File: config.mk
export PLATFORM = sky130hd
export DESIGN_NAME = perf_ctr_mmio
export DESIGN_NICKNAME = d
export VERILOG_FILES = /design/src/rtl/perf_ctr_mmio.sv
export SDC_FILE = /design/constraint.sdc
export NUM_CORES = 1
export LEC_CHECK = 0
export CORE_MARGIN = 2
export CORE_UTILIZATION = 35
export DETAILED_ROUTE_END_ITERATION = 12
export PLACE_DENSITY = 0.51
export SYNTH_ARGS = -nofsm -noshare
export SYNTH_HDL_FRONTEND = slang
export SYNTH_SLANG_ARGS = --single-unit
File: constraint.sdc
create_clock -name clk -period 2.2 [get_ports clk]
set_input_delay 0.22 -clock clk [delete_from_list [all_inputs] [get_ports clk]]
set_output_delay 0.22 -clock clk [all_outputs]
set_load 0.1 [all_outputs]
File: src/rtl/perf_ctr_mmio.sv
// Branch-predictor performance counter block behind a small MMIO window.
// Holds event counters, a prescaled timer, a free-running LFSR and a one-cycle read port.
module perf_ctr_mmio #(
  parameter logic [15:0] BASE_ADDR = 16'hC000,
  parameter int          TMR_DIV   = 4,
  parameter logic [15:0] LFSR_SEED = 16'hACE1
) (
  input  logic        clk,
  input  logic        rst,
  input  logic        inc_br_cnt,
  input  logic        inc_hit_cnt,
  input  logic        inc_mispr_cnt,
  input  logic [15:0] addr,
  input  logic        re,
  input  logic        we,
  input  logic [15:0] wdata,
  output logic [15:0] rdata,
  output logic        rd_valid
);

  localparam logic [7:0] DIV_LAST = 8'(TMR_DIV - 1);

  logic [15:0] r_br, r_hit, r_mispr, r_tmr;
  logic [15:0] r_sh_br, r_sh_hit, r_sh_mispr, r_sh_tmr;
  logic [7:0]  r_presc;
  logic [15:0] r_lfsr;
  logic        r_en;
  logic [3:0]  r_status;

  logic        w_win, w_rd, w_wr, w_clr, w_tick;
  logic        w_br_inc, w_hit_inc, w_mispr_inc;
  logic [2:0]  w_off;
  logic [3:0]  w_ovf;
  logic [15:0] w_lfsr_nxt, w_rmux;

  assign w_win = (addr[15:3] == BASE_ADDR[15:3]);
  assign w_off = addr[2:0];
  assign w_rd  = re & w_win;
  assign w_wr  = we & w_win;
  assign w_clr = w_wr && (w_off == 3'd5) && wdata[1];

  assign w_br_inc    = r_en & inc_br_cnt;
  assign w_hit_inc   = r_en & inc_hit_cnt;
  assign w_mispr_inc = r_en & inc_mispr_cnt;
  assign w_tick      = r_en && (r_presc == DIV_LAST);

  // A clear in the same cycle suppresses the wrap, so no sticky bit is raised.
  assign w_ovf[0] = w_br_inc    && (r_br    == 16'hFFFF) && !w_clr;
  assign w_ovf[1] = w_hit_inc   && (r_hit   == 16'hFFFF) && !w_clr;
  assign w_ovf[2] = w_mispr_inc && (r_mispr == 16'hFFFF) && !w_clr;
  assign w_ovf[3] = w_tick      && (r_tmr   == 16'hFFFF) && !w_clr;

  // Galois LFSR, x^16+x^15+x^13+x^4+1, shifting toward the MSB.
  assign w_lfsr_nxt = {r_lfsr[14:0], 1'b0} ^ (r_lfsr[15] ? 16'hA011 : 16'h0000);

  always_comb begin
    w_rmux = 16'h0000;
    case (w_off)
      3'd0:    w_rmux = r_br;
      3'd1:    w_rmux = r_sh_hit;
      3'd2:    w_rmux = r_sh_mispr;
      3'd3:    w_rmux = r_sh_tmr;
      3'd4:    w_rmux = r_lfsr;
      3'd5:    w_rmux = {15'h0000, r_en};
      3'd6:    w_rmux = {12'h000, r_status};
      default: w_rmux = 16'h0000;
    endcase
  end

  always_ff @(posedge clk) begin
    if (rst) begin
      r_br       <= '0;
      r_hit      <= '0;
      r_mispr    <= '0;
      r_tmr      <= '0;
      r_presc    <= '0;
      r_sh_br    <= '0;
      r_sh_hit   <= '0;
      r_sh_mispr <= '0;
      r_sh_tmr   <= '0;
      r_lfsr     <= LFSR_SEED;
      r_en       <= 1'b1;
      r_status   <= '0;
      rdata      <= '0;
      rd_valid   <= 1'b0;
    end else begin
      if (w_clr) begin
        r_br    <= '0;
        r_hit   <= '0;
        r_mispr <= '0;
        r_tmr   <= '0;
        r_presc <= '0;
      end else begin
        if (w_br_inc)    r_br    <= r_br + 16'd1;
        if (w_hit_inc)   r_hit   <= r_hit + 16'd1;
        if (w_mispr_inc) r_mispr <= r_mispr + 16'd1;
        if (r_en) begin
          if (w_tick) begin
            r_presc <= '0;
            r_tmr   <= r_tmr + 16'd1;
          end else begin
            r_presc <= r_presc + 8'd1;
          end
        end
      end

      // A CTRL write carrying CLR is a clear command only; EN keeps its value.
      if (w_wr && (w_off == 3'd5) && !wdata[1]) r_en <= wdata[0];

      if (w_wr && (w_off == 3'd6)) r_status <= (r_status & ~wdata[3:0]) | w_ovf;
      else                         r_status <= r_status | w_ovf;

      if (w_wr && (w_off == 3'd4)) r_lfsr <= (wdata == 16'h0000) ? LFSR_SEED : wdata;
      else                         r_lfsr <= w_lfsr_nxt;

      if (w_rd && (w_off == 3'd0)) begin
        r_sh_br    <= r_br;
        r_sh_hit   <= r_hit;
        r_sh_mispr <= r_mispr;
        r_sh_tmr   <= r_tmr;
      end

      rd_valid <= w_rd;
      rdata    <= w_rd ? w_rmux : 16'h0000;
    end
  end

endmodule

# After elaboration in Yosys (flattened, before gate mapping)
# Index checks and enable logic that the tools add are counted.
dict set report totals {
  ff_bits 158
  in_bits 39
  output_inout_bits 17
  elab_cells 69
}
dict set report op_classes {
  addsub 5
  eq_ne 12
  n_mux 6
  bitwise_logic 11
  n_reduce_logical 22
}
# cell count
set ops {}
lappend ops {{16-bit case mux with 7 select lines} 1}
lappend ops {{16-bit by 1-bit adder with 16-bit output (second input constant)} 4}
lappend ops {{16-bit == test (second input constant)} 4}
lappend ops {{16-bit 2-to-1 mux} 3}
lappend ops {{16-bit logical NOT} 1}
lappend ops {{16-bit XOR} 1}
lappend ops {{1-bit logical AND} 15}
lappend ops {{13-bit == test (second input constant)} 1}
lappend ops {{3-bit == test (second input constant)} 3}
lappend ops {{8-bit by 1-bit adder with 8-bit output (second input constant)} 1}
lappend ops {{8-bit by 2-bit == test with 1-bit output (second input constant)} 1}
lappend ops {{8-bit 2-to-1 mux} 1}
lappend ops {{4-bit bitwise OR} 2}
lappend ops {{3-bit by 2-bit == test with 1-bit output (second input constant)} 2}
lappend ops {{1-bit bitwise AND} 5}
lappend ops {{4-bit bitwise AND} 1}
lappend ops {{4-bit 2-to-1 mux} 1}
lappend ops {{4-bit NOT} 1}
lappend ops {{2-bit OR reduction} 2}
lappend ops {{3-bit by 1-bit == test with 1-bit output (second input constant)} 1}
lappend ops {{3-bit logical NOT} 1}
lappend ops {{1-bit logical NOT} 2}
lappend ops {{2-bit AND reduction} 1}
lappend ops {{1-bit NOT} 1}

# Logic depth before layout (Yosys ltp)
dict set report logic_depth {
  word_depth 8
  ltp_mapped 7
}

# Least setup slack after synthesis
# Ideal clock, no wire load.
dict set report synth_timing {
  path_kind {reg2reg}
  start {register r_presc[0]}
  end {register r_tmr[7]}
  setup_ns 0.070
  arrival_ns 1.602
  required_ns 2.130
  path_slack_ns 0.528
  path_stages_with_launch 8
  path_buffers 1
  period_less_slack_ns 1.672
  cell_sequence {dfxtp_1 > ha_1 > and4bb_1 > and2_1 > buf_4 > nand4_1 > or3_1 > a21oi_1}
}
dict set report synth_between {
  elab_chain_cells 3
}
# item line_no
set synth_lines {}
lappend synth_lines {{start: declaration} 25} ;# logic [7:0] r_presc;
lappend synth_lines {{start signal: assignment} 102} ;# r_presc <= r_presc + 8'd1;
lappend synth_lines {{8-bit by 2-bit == test with 1-bit output} 45} ;# assign w_tick = r_en && (r_presc == DIV_LAST);
lappend synth_lines {{1-bit logical AND} 45}
lappend synth_lines {{2-bit AND reduction (no line)} -}
lappend synth_lines {{end signal: assignment} 100} ;# r_tmr <= r_tmr + 16'd1;
lappend synth_lines {{end: declaration} 23} ;# logic [15:0] r_br, r_hit, r_mispr, r_tmr;
# Every way passes these cells.
# A chain may end at the register's enable or synchronous reset.

# Final worst setup path
# Same ends and word-level chain as after synthesis.

==> run metrics <==
run status=complete, no violations; Setup crit end kind=register; sequential power share=0.470; Post-synth top cells=dfxtp_1 (158), nand2_1 (145), nor2_1 (101); Finished Cell Area=roughly 8300 µm²; slowest stage delay, CP=about 0.40 ns; die height=around 140 µm; vias in the first global route=approximately 5600; H-tree depth=4; min Tclk post-route=1.93 ns; Synthesis Warnings=0; CP max FO=10; Post-synth top flop=dfxtp_1; area delta synth->final=22.6%; number of buffers created by CTS=17; Hold Crit Depth=2; post-route clock period utilization=0.875; Root Driver=clkbuf_16; GP Congestion=around 0.82; number of synthesized flops with an enable pin=0; fin util=0.433; # nets final=895; Synth area leader=dfxtp_1; Max Clk Rate=between 500 and 600 MHz; initial core utilization=0.353; Net Sw Frac=0.239; crit path DAT=2.29 ns; CTS tree=built; Setup Fix Bufs, Post-CTS=0; Setup Total Neg Slack=0 ns; Netlist cell types=between 50 and 60; largest net degree at the start of global routing=54; antenna-violating nets left=0; maximum root-to-sink buffer count=2; WL per Instance=roughly 16 µm; Async SR Flop Fraction=0; PwrDens=753 nW/µm²; GR Util All Layers=0.178; R2R depth=7; Initial DRT Pass Iterations=5; Logic pwr share=0.054; HP Class=in -> reg; Die Wd=between 100 and 150 µm; Final Power=between 6 and 7 mW; relative slew slack=0.625; most frequent cell after synthesis=dfxtp_1; clock skew=0.0157 ns; post-synth net total=around 830; Final Max Tran Viols=0; Die ar.=just over 20000 µm²; critical path class=reg -> reg; Bufs and invs on worst path=1; clock tree sinks=about 160; hold_sp=rst; Synth Instances=between 700 and 800; setup slack, reg-to-reg=around 0.27 ns; antenna violations before repair=0; # port buffers=55; vias post-DR=5663; cts hold-fix bufs=0; clock power share=0.477; Core Box Area=about 19000 µm²; required time of the critical path=2.56 ns; CP cell instances=ha_1, and4bb_1, and2_1, buf_4, nand4_1, or3_1, a21oi_1; worst-margin pin slew=between 0.5 and 0.6 ns; top cell family by delay on the critical path=simple AND/OR/NAND/NOR gates; syn_area_per_cell=8.67 µm²; max capacitance violation total=0; Crit. Startpoint=r_presc[0]; standard-cell rows=51; clk slew on worst S/H paths=~0.070 ns; I/O Pins=between 50 and 60; DRC viols=0; first-pass GRT wire length=between 20000 and 30000 µm; FF+latch count, synth=between 150 and 200; crit path launch type=register; Slowest-stage cell, CP=dfxtp_1; placed cell area=between 7000 and 8000 µm²; switching pwr=1.50 mW; final number of hold-violating endpoints=0; synth top area cells=dfxtp_1 (46%), nand2_1 (8.0%), xor2_1 (5.7%); critical path depth in cells=7; Yosys top cell area share=0.465; r2r startpoint=r_presc[0]; Post-CTS Resized=0; maximum vdd drop=0.000546 V; HPWL after detailed placement=~13000 µm; Leak=slightly below 3 nW; share of layout cells above drive strength 1=0.131; Worst-Skew Late Latency=~0.43 ns; diode count=0; Mapped Area=6810 µm²; WL final=roughly 18000 µm; drt first-iter violations=430; # setup viols final=0; worst hold slack=a little over 0.2 ns; DR vias/cell=between 5 and 6; P_int=about 4.8 mW; sequential cell area fraction in the yosys report=0.465; grt total ovfl=0; RSZ-0062 raised after global routing=false
state kept, by name, indices dropped and copies added, names as in the netlist, 8 cells and up:
| signal | flops |
|---|---|
| r_br | 16 |
| r_hit | 16 |
| r_lfsr | 16 |
| r_mispr | 16 |
| r_sh_hit | 16 |
| r_sh_mispr | 16 |
| r_sh_tmr | 16 |
| r_tmr | 16 |
| rdata | 16 |
| r_presc | 8 |
metrics by stage:
stage / worst slack, ns / std cells
finish: 0.275 / 1129
global route: 0.0845 / 1129
CTS: 0.279 / 1129
detailed placement: 0.0737 / 1097
global placement: 0.0345 / 1097
floorplan: 0.528 / 785
power groups by stage:
stage          clock network [mW]  logic [mW]  registers, mW
2_1_floorplan                   0       0.196           3.00
5_1_grt                      3.17       0.372           2.95
6_report                     2.99       0.337           2.95
3_5_place_dp                    0       0.337           3.02
3_3_place_gp                    0       0.330           3.01
4_1_cts                      3.04       0.341           2.95
cells in the final DEF (no fill, tap or decap), drive strengths merged, types with 4 or more instances in the layout:
| cell type | instances |
|---|---|
| clkdlybuf4s50 | 37 |
| and3 | 10 |
| nor3 | 26 |
| nor2 | 101 |
| mux4 | 12 |
| a22oi | 15 |
| xor2 | 44 |
| buf | 55 |
| nor2b | 5 |
| and2 | 4 |
| xnor2 | 17 |
| nand3 | 26 |
| nand2 | 145 |
| clkbuf | 17 |
| mux2i | 7 |
| ha | 5 |
| nand4 | 24 |
| inv | 13 |
| nor4 | 10 |
| dfxtp | 158 |
| a21oi | 71 |
| clkinv | 5 |
| and4 | 8 |
| o21ai | 10 |
| mux2 | 4 |
| or3 | 11 |
worst paths after layout:
check,end
min reg2reg,r_sh_hit[14]
min,r_lfsr[9]
max,r_tmr[7]
max reg2reg,r_tmr[7]
metal layers:
layer  part of all wire  vias to the layer above  track usage  wire (µm)
met5                  0                        -            0          0
met4              0.014                        0       0.0542        244
met3              0.047                       19       0.0383        839
met2               0.47                      133        0.298       8250
met1               0.47                     2681        0.230       8350
li1                   -                     2830            -          -
cell families (layout without fill, tap and decap cells):
| group | after synthesis | after routing | synth area share |
|---|---|---|---|
| muxes | 23 | 23 | 0.0566 |
| DFF | 158 | 158 | 0.465 |
| AOI/OAI and AO/OA | 109 | 109 | 0.0930 |
| adders and majority gates | 5 | 5 | 0.00919 |
| and+or+nand+nor | 378 | 378 | 0.259 |
| xor gates and xnor gates | 61 | 61 | 0.0785 |
| buffers and inverters | 51 | 130 | 0.0390 |
layout make-up:
cell class              count  area (µm²)
flip-flops and latches    158        3160
well taps                 265         332
inverters                   6        22.5
repair buffers             92         831
clock inverters            15         176
clock buffers              17         425
fillers                  1916       10900
multi-input cells         576        3390
Power figures use the tool's default switching activity.
